File: src/rtl/adjust_pulse_router.sv
// ============================================================================
// Module      : adjust_pulse_router
// Description : Steers the clear and increment front-panel buttons to one of
//               N_CH time/alarm channels as one-cycle one-hot pulses, with
//               button synchronisation, select latching, increment
//               auto-repeat and clear-priority lockout.
// Revision    : 1.0 - initial release
// ============================================================================
`default_nettype none

module adjust_pulse_router #(
    parameter int N_CH          = 4,
    parameter int SEL_W         = 2,
    parameter int HOLD_CYCLES   = 25000000,
    parameter int REPEAT_CYCLES = 5000000,
    parameter int CNT_W         = 25
) (
    input  logic             CLK,
    input  logic             RESET,
    input  logic             CLR_BTN,
    input  logic             INC_BTN,
    input  logic [SEL_W-1:0] SEL,
    output logic [N_CH-1:0]  CLR,
    output logic [N_CH-1:0]  INC,
    output logic [SEL_W-1:0] ACTIVE_SEL,
    output logic             BUSY
);

    typedef enum logic [1:0] {
        ST_IDLE      = 2'd0,
        ST_HOLD_WAIT = 2'd1,
        ST_REPEAT    = 2'd2,
        ST_LOCKOUT   = 2'd3
    } state_t;

    localparam logic [CNT_W-1:0] C_HOLD_LAST   = CNT_W'(HOLD_CYCLES - 1);
    localparam logic [CNT_W-1:0] C_REPEAT_LAST = CNT_W'(REPEAT_CYCLES - 1);

    // Bit 0 carries the clear button, bit 1 the increment button.
    logic [1:0]       r_sync1_q, r_sync2_q, r_sync3_q, r_edge_q, r_arm_q;
    logic [1:0]       w_sync1_d, w_sync2_d, w_sync3_d, w_edge_d, w_arm_d;
    logic             r_settled_q, w_settled_d;

    state_t           r_state_q, w_state_d;
    logic [CNT_W-1:0] r_timer_q, w_timer_d;
    logic [N_CH-1:0]  r_clr_q, w_clr_d;
    logic [N_CH-1:0]  r_inc_q, w_inc_d;
    logic [SEL_W-1:0] r_active_sel_q, w_active_sel_d;

    logic [N_CH-1:0]  w_sel_dec, w_act_dec;

    // One-hot channel decode; an out-of-range select decodes to all zeros.
    function automatic logic [N_CH-1:0] decode(input logic [SEL_W-1:0] s);
        logic [N_CH-1:0] v;
        v = '0;
        for (int i = 0; i < N_CH; i++) begin
            if (s == SEL_W'(i)) v[i] = 1'b1;
        end
        return v;
    endfunction

    // Synchroniser chain, history flop and registered rising-edge detect.
    // A button is only armed once it has been seen released after reset, so a
    // button still held through reset cannot masquerade as a fresh press.
    always_comb begin
        w_sync1_d   = {INC_BTN, CLR_BTN};
        w_sync2_d   = r_sync1_q;
        w_sync3_d   = r_sync2_q;
        w_settled_d = 1'b1;
        w_arm_d     = r_arm_q | ({2{r_settled_q}} & ~r_sync1_q);
        w_edge_d    = r_sync2_q & ~r_sync3_q & r_arm_q;
    end

    // Front-end registers.
    always_ff @(posedge CLK) begin
        if (RESET) begin
            r_sync1_q   <= '0;
            r_sync2_q   <= '0;
            r_sync3_q   <= '0;
            r_edge_q    <= '0;
            r_arm_q     <= '0;
            r_settled_q <= 1'b0;
        end else begin
            r_sync1_q   <= w_sync1_d;
            r_sync2_q   <= w_sync2_d;
            r_sync3_q   <= w_sync3_d;
            r_edge_q    <= w_edge_d;
            r_arm_q     <= w_arm_d;
            r_settled_q <= w_settled_d;
        end
    end

    // Next-state, timer and pulse decisions; clear always beats increment.
    always_comb begin
        w_state_d      = r_state_q;
        w_timer_d      = r_timer_q;
        w_clr_d        = '0;
        w_inc_d        = '0;
        w_active_sel_d = r_active_sel_q;
        w_sel_dec      = decode(SEL);
        w_act_dec      = decode(r_active_sel_q);
        case (r_state_q)
            ST_IDLE: begin
                if (r_edge_q[0]) begin
                    w_clr_d        = w_sel_dec;
                    w_active_sel_d = SEL;
                    w_state_d      = ST_LOCKOUT;
                end else if (r_edge_q[1]) begin
                    w_inc_d        = w_sel_dec;
                    w_active_sel_d = SEL;
                    w_timer_d      = '0;
                    w_state_d      = ST_HOLD_WAIT;
                end
            end
            ST_HOLD_WAIT, ST_REPEAT: begin
                if (r_edge_q[0]) begin
                    w_clr_d   = w_act_dec;
                    w_timer_d = '0;
                    w_state_d = ST_LOCKOUT;
                end else if (!r_sync3_q[1]) begin
                    w_timer_d = '0;
                    w_state_d = ST_IDLE;
                end else if (r_timer_q == ((r_state_q == ST_HOLD_WAIT) ? C_HOLD_LAST
                                                                        : C_REPEAT_LAST)) begin
                    w_inc_d   = w_act_dec;
                    w_timer_d = '0;
                    w_state_d = ST_REPEAT;
                end else begin
                    w_timer_d = r_timer_q + 1'b1;
                end
            end
            ST_LOCKOUT: begin
                if (r_sync3_q == 2'b00) w_state_d = ST_IDLE;
            end
            default: w_state_d = ST_IDLE;
        endcase
    end

    // FSM state, timer and registered outputs.
    always_ff @(posedge CLK) begin
        if (RESET) begin
            r_state_q      <= ST_IDLE;
            r_timer_q      <= '0;
            r_clr_q        <= '0;
            r_inc_q        <= '0;
            r_active_sel_q <= '0;
        end else begin
            r_state_q      <= w_state_d;
            r_timer_q      <= w_timer_d;
            r_clr_q        <= w_clr_d;
            r_inc_q        <= w_inc_d;
            r_active_sel_q <= w_active_sel_d;
        end
    end

    assign CLR        = r_clr_q;
    assign INC        = r_inc_q;
    assign ACTIVE_SEL = r_active_sel_q;
    assign BUSY       = (r_state_q != ST_IDLE);

endmodule

`default_nettype wire

File: config.mk
export PLATFORM = sky130hd
export DESIGN_NAME = adjust_pulse_router
export DESIGN_NICKNAME = d
export VERILOG_FILES = /design/src/rtl/adjust_pulse_router.sv
export SDC_FILE = /design/constraint.sdc
export NUM_CORES = 1
export LEC_CHECK = 0
export BUFFER_PORTS_ARGS = -buffer_cell sky130_fd_sc_hd__clkbuf_2
export CORE_MARGIN = 3
export CORE_UTILIZATION = 59
export CTS_CLUSTER_DIAMETER = 200
export DETAILED_ROUTE_END_ITERATION = 10
export GPL_TIMING_DRIVEN = 0
export PLACE_DENSITY = 0.81
export SLEW_MARGIN = 20
export SYNTH_ARGS = -nofsm -noshare
export SYNTH_HDL_FRONTEND = slang
export SYNTH_SLANG_ARGS = --single-unit
File: constraint.sdc
create_clock -name CLK -period 2.8 [get_ports CLK]
set_input_delay 0.14 -clock CLK [delete_from_list [all_inputs] [get_ports CLK]]
set_output_delay 0.14 -clock CLK [all_outputs]
set_load 0.1 [all_outputs]
==> metrics.cfg, run 1 <==
[clock_network]
cts.htree.levels=2
clkLatencyLatePin_ns=0.30
clockRootBuffer=clkbuf_8
cts_buffers=5
cts_tree=yes
cts_sinks=48
post_cts_resized=0
cts_buffer_depth=2
clk_pin_slew_ns=0.09

[routing]
drt-initial-drc-count=186
wl_per_cell_microns=13.3
drtAntennaViolNets=0
drt_wl_total_microns=4240
drc=0
vias=1811
viasPerCell=5.69
drt_pass1_iterations=5

[critical_path]
ff2ff_path_depth=7
slowest_delay_ns=0.51
slowest_stage=o41ai_4
worst-path-buf-inv=1
cp_data_arrival_time_ns=2.59
endpoint_kind=flip-flop
cp_top_family=compound AO/OA/AOI/OAI gates
worstSetupPathType=flip-flop to flip-flop
path_max_fanout=10
crit_chain=ha_1 -> nor4bb_1 -> nand4_1 -> o41ai_4 -> a21o_2 -> buf_6 -> nor2_1
cp.depth=7
start_kind=flip-flop
critPathRequiredTime_ns=3.00

[timing]
finalCriticalPeriod_ns=2.39
tns_ns=0
hold_violations=0
slew_viol_final=0
worst_pin_slew_ns=0.625
fmax_ghz=0.419
setup_violations=0
slew_headroom=0.580
worst_slack_ns=0.413
hold_ws_ns=0.0395
post-route-period-util=0.852
clock_skew_ns=0.00603
rsz0062_at_grt=false

[finish]
drive_above_1_share=0.158
final_util=0.714
num_antenna_cells=0
final_area_sq_um=2490
finalNonFillerCells=318
area_growth_pct=11.8
finalNetCount=282
nFillCells=277

[power_and_ir_drop]
ir_drop_v=0.000420
clock_power_share=0.364
power.density_nw_per_um2=556
combPwrFrac=0.128
p_switching_mw=0.371
seqPwrFrac=0.508
finalPower_mw=1.39
netSwitchingFraction=0.267
intPower_mw=1.02
leakage_nw=0.910

[floorplan]
start_util=0.638
placementRows=21
dieArea_sq_um=4550
pin_count=17
dieWidth_microns=67.5
coreArea_sq_um=3490
die_h_microns=67.5

[synth]
ys_seq_area_frac=0.431
yosysMostFrequentCell=dfxtp_1
ys_ff_latch=48
netlist_area_sq_um=2230
syn_inst=247
synth_edf_count=0
async_reset_ff_frac=0
avgSynthCellArea_sq_um=9.03
synthDominantCellAreaShare=0.431
synth_nets=258
synth_warnings=0
synth_area_leaders=dfxtp_1 43%, nor2_1 6.7%, xnor2_1 6.7%
synth_ff_type=dfxtp_1
synthDistinctLibCells=44
synth_top_area_cell=dfxtp_1
netlist_top_cells_count=48 x dfxtp_1, 40 x nor2_1, 17 x xnor2_1, 14 x nand2_1

[placed_design]
detailed_place_hpwl_microns=2960
numPlacedInstances=309
gp_congestion=0.795
place_area_sq_um=2370
pre_cts_ws_ns=0.450
port-buffer-count=16

[outcome]
status=finished clean

[global_route]
grt.total_usage=0.207
overflow=0
grt_max_degree=17
antenna_found_initial=0
grt_pass1_vias=1573
grt_pass1_wl_microns=7200

[flow_run]
drv_cap=0

[min_path]
holdPathStages=2
hold_class=input port to flip-flop

## placed cells by master (no fill, tap or decap), drive strengths merged, types with 3 or more instances in the layout
master / netlist / layout
mux2i: 4 / 4
nand4b: 3 / 3
and3b: 3 / 3
nor4: 7 / 7
inv: 11 / 11
or3: 4 / 4
nor4bb: 3 / 3
nand2: 16 / 16
buf: 6 / 6
dfxtp: 48 / 48
o32ai: 3 / 3
xor2: 5 / 5
and4: 4 / 4
nand3: 7 / 7
xnor2: 17 / 17
nor3: 6 / 6
o21ai: 4 / 4
clkbuf: 4 / 25
nand4: 12 / 12
ha: 5 / 5
a21oi: 8 / 8
nor2: 40 / 40
nor2b: 5 / 5
## flip-flops by register name, indices dropped and copies added (netlist names)
register / cells
r_timer_q: 25
CLR: 4
INC: 4
ACTIVE_SEL: 2
r_arm_q: 2
r_edge_q: 2
r_state_q: 2
r_sync1_q: 2
r_sync2_q: 2
r_sync3_q: 2
r_settled_q: 1
## path summary, 6_finish.rpt
| check | startpoint | endpoint | slack [ns] |
|---|---|---|---|
| min reg2reg | r_sync1_q[0] | r_sync2_q[0] | 0.45 |
| max reg2reg | r_timer_q[0] | r_timer_q[9] | 0.41 |
| min | INC_BTN | r_sync1_q[1] | 0.04 |
| max | r_timer_q[0] | r_timer_q[9] | 0.41 |
## routing by layer
metal | part of all wire | vias up | track usage
li1 | - | 919 | -
met1 | 0.50 | 845 | 0.280
met2 | 0.45 | 43 | 0.322
met3 | 0.048 | 4 | 0.0549
met4 | 0.0090 | 0 | 0.0608
met5 | 0 | - | 0
## cell families after synthesis
logic type,synth area share
DFF,0.431
xor gates and xnor gates,0.0864
muxes,0.0196
adders and majority gates,0.0281
AOI/OAI and AO/OA,0.0870
buffers and inverters,0.0455
and+or+nand+nor,0.302
## worst reg2reg max path: stages (launching register included)
cell and delay, ns:
dfxtp_1 0.43, ha_1 0.34, nor4bb_1 0.31, nand4_1 0.21
o41ai_4 0.51, a21o_2 0.28, buf_6 0.15, nor2_1 0.05
## power by group through the flow
| stage | registers, mW | clock network, mW | logic (mW) |
|---|---|---|---|
| after CTS | 0.704 | 0.513 | 0.176 |
| after detailed placement | 0.720 | 0 | 0.175 |
| final | 0.705 | 0.504 | 0.177 |
| after global placement | 0.720 | 0 | 0.171 |
| after floorplan | 0.724 | 0 | 0.135 |
| after global routing | 0.707 | 0.548 | 0.193 |
## what timing repair did
| item | CTS | global route |
|---|---|---|
| hold endpoints to repair | 0 | 1 |
| setup buffers | 0 | 0 |
| hold buffers | 0 | 1 |
## final cells by class
| type | count | area [sq um] | share of cell area |
|---|---|---|---|
| inverter | 11 | 41.3 | 0.0166 |
| clock buffer | 5 | 68.8 | 0.0276 |
| sequential | 48 | 961 | 0.385 |
| buffer | 10 | 60.1 | 0.0241 |
| clock inverter | 3 | 47.5 | 0.0191 |
| multi-input combinational | 178 | 1170 | 0.468 |
| tap | 46 | 57.6 | 0.0231 |
| timing repair buffer | 17 | 90.1 | 0.0361 |
No activity file was read; power rests on OpenSTA's default activity.
==> run 2: changes to the inputs <==
--- a/config.mk
+++ b/config.mk
@@ -6,8 +6,10 @@
 export NUM_CORES = 1
 export LEC_CHECK = 0
 export BUFFER_PORTS_ARGS = -buffer_cell sky130_fd_sc_hd__clkbuf_2
+export CELL_PAD_IN_SITES_DETAIL_PLACEMENT = 1
+export CELL_PAD_IN_SITES_GLOBAL_PLACEMENT = 1
 export CORE_MARGIN = 3
-export CORE_UTILIZATION = 59
+export CORE_UTILIZATION = 45
 export CTS_CLUSTER_DIAMETER = 200
 export DETAILED_ROUTE_END_ITERATION = 10
 export GPL_TIMING_DRIVEN = 0
==> metrics.cfg, run 2 (same netlist as run 1, synthesis figures left out) <==
[clock_network]
clk_pin_slew_ns=0.09  ; about the same
clkLatencyLatePin_ns=0.30  ; about the same
cts_hold_buf=1  ; was 0
cts_buffers=5  ; unchanged
cts.htree.levels=2  ; unchanged
cts_sinks=48  ; unchanged
cts_buffer_depth=2  ; unchanged
clockRootBuffer=clkbuf_8  ; unchanged
post_cts_resized=0  ; unchanged
cts_tree=yes  ; unchanged
postCtsSetupRepairBufs=0  ; unchanged

[timing]
rsz0062_at_grt=false  ; unchanged
fmax_ghz=0.399  ; was 0.419 GHz
tns_ns=0  ; unchanged
worst_pin_slew_ns=0.734  ; was 0.625 ns
hold_violations=0  ; unchanged
slew_headroom=0.507  ; was 0.580
post-route-period-util=0.894  ; was 0.852
finalCriticalPeriod_ns=2.50  ; was 2.39 ns
worst_slack_ns=0.295  ; was 0.413 ns
setup_violations=0  ; unchanged
slew_viol_final=0  ; unchanged
clock_skew_ns=0.00686  ; was 0.00603 ns

[routing]
drt-initial-drc-count=50  ; was 186
drt_wl_total_microns=4890  ; was 4240 microns
drc=0  ; unchanged
drt_pass1_iterations=4  ; was 5
viasPerCell=5.37  ; was 5.69
drtAntennaViolNets=0  ; unchanged
wl_per_cell_microns=14.5  ; was 13.3 microns
vias=1811  ; unchanged

[global_route]
grt_pass1_vias=1811  ; was 1573
grt_pass1_wl_microns=8590  ; was 7200 microns
antenna_found_initial=0  ; unchanged
overflow=0  ; unchanged
grt.total_usage=0.178  ; was 0.207
grt_max_degree=17  ; unchanged

[floorplan]
dieArea_sq_um=5840  ; was 4550 sq um
start_util=0.488  ; was 0.638
pin_count=17  ; unchanged
dieWidth_microns=76.4  ; was 67.5 microns
die_h_microns=76.4  ; was 67.5 microns
placementRows=24  ; was 21
coreArea_sq_um=4560  ; was 3490 sq um

[critical_path]
path_max_fanout=10  ; unchanged
critPathRequiredTime_ns=3.00  ; about the same
endpoint_kind=flip-flop  ; unchanged
cp_data_arrival_time_ns=2.70  ; was 2.59 ns
start_kind=flip-flop  ; unchanged
worstSetupPathType=flip-flop to flip-flop  ; unchanged

[finish]
drive_above_1_share=0.158  ; unchanged
num_antenna_cells=0  ; unchanged
finalNetCount=282  ; unchanged
largest_reg_flops=25  ; unchanged
final_cell_mix=48 x dfxtp_1, 40 x nor2_1, 17 x xnor2_1  ; unchanged
final_common_cell=dfxtp_1  ; unchanged
area_growth_pct=12.9  ; was 11.8%
largest_register=r_timer_q  ; unchanged

[placed_design]
gp_congestion=0.741  ; was 0.795
detailed_place_hpwl_microns=3530  ; was 2960 microns
port-buffer-count=16  ; unchanged
pre_cts_ws_ns=0.296  ; was 0.450 ns

[min_path]
hold_class=input port to flip-flop  ; unchanged

[power_and_ir_drop]
ir_drop_v=0.000287  ; was 0.000420 V
power.density_nw_per_um2=555  ; was 556 nW/um^2
leakage_nw=0.907  ; was 0.910 nW

[flow_run]
drv_cap=0  ; unchanged

[outcome]
status=finished clean  ; unchanged

==> run 2: cell count changes in the layout (fill, tap and decap cells not counted) <==
| cell | delta |
|---|---|
| clkinvlp_4 | +1 |
| clkinv_4 | -2 |
| inv_6 | +1 |
==> run 2: worst max-delay path: stages, from the launching register on <==
cell	delay, ns
dfxtp_1	0.44
ha_1	0.36
nor4bb_1	0.36
nand4_1	0.24
o41ai_4	0.53
a21o_2	0.28
buf_6	0.15
nor2_1	0.05
==> run 2: metrics by stage <==
step	cells	total power [mW]	utilization	area, sq um	hold WS (ns)
after global placement	328	0.897	0.524	2390	0.321
after detailed placement	328	0.904	0.524	2390	0.327
final	337	1.40	0.551	2520	0.0436
after global routing	337	1.46	0.551	2520	0.0314
after CTS	337	1.42	0.551	2520	0.0380
after floorplan	247	0.859	-	2230	0.219
==> run 2: layer usage <==
metal | track usage | routed length (microns) | up-vias
li1 | - | - | 910
met1 | 0.239 | 2460 | 873
met2 | 0.293 | 2260 | 23
met3 | 0.0331 | 124 | 5
met4 | 0.0453 | 49 | 0
met5 | 0 | 0 | -
==> run 2: worst paths after layout <==
check / cells past startpoint / startpoint / slack, ns / end
hold reg to reg: 2 / r_sync1_q[0] / 0.45 / r_sync2_q[0]
setup / recovery: 7 / r_timer_q[0] / 0.30 / r_timer_q[11]
setup reg to reg: 7 / r_timer_q[0] / 0.30 / r_timer_q[11]
hold / removal: 2 / INC_BTN / 0.04 / r_sync1_q[1]
==> run 2: layout make-up <==
class	instances	area, sq um
Fill cell	554	2050
Multi-Input combinational cell	178	1170
Sequential cell	48	961
Timing Repair Buffer	17	90.1
Tap cell	65	81.3
Clock buffer	5	68.8
Buffer	10	60.1
Clock inverter	3	46.3
Inverter	11	41.3
==> run 2: power breakdown <==
group / internal (mW) / switching (mW) / total, mW
clock network: 0.269 / 0.239 / 0.508
logic: 0.0525 / 0.131 / 0.183
registers: 0.695 / 0.0110 / 0.706
total: 1.02 / 0.381 / 1.40
==> run 3: changes to the inputs <==
--- a/config.mk
+++ b/config.mk
@@ -8,7 +8,6 @@
 export BUFFER_PORTS_ARGS = -buffer_cell sky130_fd_sc_hd__clkbuf_2
 export CELL_PAD_IN_SITES_DETAIL_PLACEMENT = 1
 export CELL_PAD_IN_SITES_GLOBAL_PLACEMENT = 1
-export CORE_MARGIN = 3
 export CORE_UTILIZATION = 45
 export CTS_CLUSTER_DIAMETER = 200
 export DETAILED_ROUTE_END_ITERATION = 10
==> metrics.cfg, run 3 (same netlist as run 1, synthesis figures left out) <==
[outcome]
status=finished clean  ; unchanged

[global_route]
antenna_found_initial=0  ; unchanged
grt.total_usage=0.208  ; was 0.178
overflow=0  ; unchanged
grt_pass1_wl_microns=8340  ; was 8590 microns
grt_max_degree=17  ; unchanged
grt_pass1_vias=1769  ; was 1811

[critical_path]
slowest_delay_ns=0.51  ; was 0.53 ns
critPathRequiredTime_ns=3.01  ; was 3.00 ns
path_max_fanout=10  ; unchanged
ff2ff_path_depth=7  ; unchanged
worstSetupPathType=flip-flop to flip-flop  ; unchanged
endpoint_kind=flip-flop  ; unchanged
cp_data_arrival_time_ns=2.61  ; was 2.70 ns
start_kind=flip-flop  ; unchanged
slowest_stage=o41ai_4  ; unchanged
crit_chain=ha_1 -> nor4bb_1 -> nand4_1 -> o41ai_4 -> a21o_2 -> buf_6 -> nor2_1  ; unchanged
ff2ff_setup_slack_ns=0.40  ; was 0.30 ns

[timing]
setup_violations=0  ; unchanged
worst_pin_slew_ns=0.666  ; was 0.734 ns
finalCriticalPeriod_ns=2.40  ; was 2.50 ns
slew_viol_final=0  ; unchanged
tns_ns=0  ; unchanged
post-route-period-util=0.858  ; was 0.894
fmax_ghz=0.416  ; was 0.399 GHz
hold_violations=0  ; unchanged
worst_slack_ns=0.397  ; was 0.295 ns
slew_headroom=0.556  ; was 0.507
clock_skew_ns=0.00546  ; was 0.00686 ns
rsz0062_at_grt=false  ; unchanged

[power_and_ir_drop]
finalPower_mw=1.41  ; was 1.40 mW
p_switching_mw=0.393  ; was 0.381 mW
leakage_nw=0.907  ; unchanged
power.density_nw_per_um2=560  ; was 555 nW/um^2
clock_power_share=0.370  ; was 0.364
ir_drop_v=0.000372  ; was 0.000287 V
seqPwrFrac=0.500  ; was 0.505
netSwitchingFraction=0.279  ; was 0.273
intPower_mw=1.02  ; about the same
combPwrFrac=0.129  ; was 0.131

[placed_design]
port-buffer-count=16  ; unchanged
detailed_place_hpwl_microns=3560  ; was 3530 microns
pre_cts_ws_ns=0.418  ; was 0.296 ns
gp_congestion=0.842  ; was 0.741

[floorplan]
pin_count=17  ; unchanged
dieWidth_microns=72.4  ; was 76.4 microns
start_util=0.469  ; was 0.488
placementRows=25  ; was 24
coreArea_sq_um=4750  ; was 4560 sq um
dieArea_sq_um=5240  ; was 5840 sq um
die_h_microns=72.4  ; was 76.4 microns

[finish]
final_common_cell=dfxtp_1  ; unchanged
finalNetCount=282  ; unchanged
largest_reg_flops=25  ; unchanged
drive_above_1_share=0.158  ; unchanged
final_cell_mix=48 x dfxtp_1, 40 x nor2_1, 17 x xnor2_1  ; unchanged
num_antenna_cells=0  ; unchanged
final_util=0.530  ; was 0.551
area_growth_pct=13.0  ; was 12.9%
largest_register=r_timer_q  ; unchanged

[clock_network]
cts_buffer_depth=2  ; unchanged
cts.htree.levels=2  ; unchanged
postCtsSetupRepairBufs=0  ; unchanged
clk_pin_slew_ns=0.09  ; about the same
post_cts_resized=0  ; unchanged
clockRootBuffer=clkbuf_8  ; unchanged
cts_sinks=48  ; unchanged
cts_buffers=5  ; unchanged
cts_tree=yes  ; unchanged
clkLatencyLatePin_ns=0.31  ; was 0.30 ns

[routing]
drt_wl_total_microns=4940  ; was 4890 microns
wl_per_cell_microns=14.6  ; was 14.5 microns
drc=0  ; unchanged
viasPerCell=5.40  ; was 5.37
drt-initial-drc-count=68  ; was 50
vias=1832  ; was 1811
routed.top_layer=met4  ; unchanged
drt_pass1_iterations=4  ; unchanged
drtAntennaViolNets=0  ; unchanged
wl_met1_microns=2470  ; was 2460 microns
wl_met2_microns=2280  ; was 2260 microns
wl_met3_microns=105  ; was 124 microns

[min_path]
hold_class=input port to flip-flop  ; unchanged
holdPathStages=2  ; unchanged

[flow_run]
drv_cap=0  ; unchanged

[run 3: layout make-up]
| cell class | instances | area, sq um |
|---|---|---|
| Clock buffer | 5 | 68.8 |
| Clock inverter | 3 | 46.3 |
| Buffer | 10 | 60.1 |
| Multi-Input combinational cell | 178 | 1170 |
| Tap cell | 67 | 83.8 |
| Fill cell | 587 | 2240 |
| Sequential cell | 48 | 961 |
| Timing Repair Buffer | 17 | 90.1 |
| Inverter | 11 | 41.3 |
[run 3: worst max-delay path, delay by kind of cell, from the launching register on]
kind | cells | cell delay, ns
buffers and inverters | 1 | 0.15
DFF | 1 | 0.43
adders and majority gates | 1 | 0.35
AOI/OAI and AO/OA | 2 | 0.78
and+or+nand+nor | 3 | 0.58
[run 3: power groups by stage]
stage	Combinational, mW	Sequential [mW]	Clock (mW)
CTS	0.183	0.705	0.537
finish	0.182	0.705	0.522
detailed placement	0.182	0.721	0
global placement	0.176	0.720	0
global route	0.201	0.708	0.567
floorplan	0.135	0.724	0
[run 3: worst paths after layout]
path	start	to
max reg2reg	r_timer_q[0]	r_timer_q[6]
min reg2reg	r_sync1_q[1]	r_sync2_q[1]
min	INC_BTN	r_sync1_q[1]
max	r_timer_q[0]	r_timer_q[6]
[run 3: stage by stage]
| step | instance area [sq um] | std cells | hold slack, ns |
|---|---|---|---|
| after CTS | 2520 | 339 | 0.0260 |
| after detailed placement | 2390 | 330 | 0.326 |
| final | 2520 | 339 | 0.0314 |
| after global placement | 2390 | 330 | 0.320 |
| after floorplan | 2230 | 247 | 0.219 |
| after global routing | 2520 | 339 | 0.0527 |
[run 3: metal layers]
metal,GRT usage,vias to the layer above
met3,0.0528,11
li1,-,913
met1,0.270,892
met5,0,-
met4,0.0763,0
met2,0.333,16
[run 3: what timing repair did]
action / in CTS / in global routing
hold buffers: 1 / 0
hold endpoints to repair: 1 / 0
setup endpoints to repair: 0 / 0
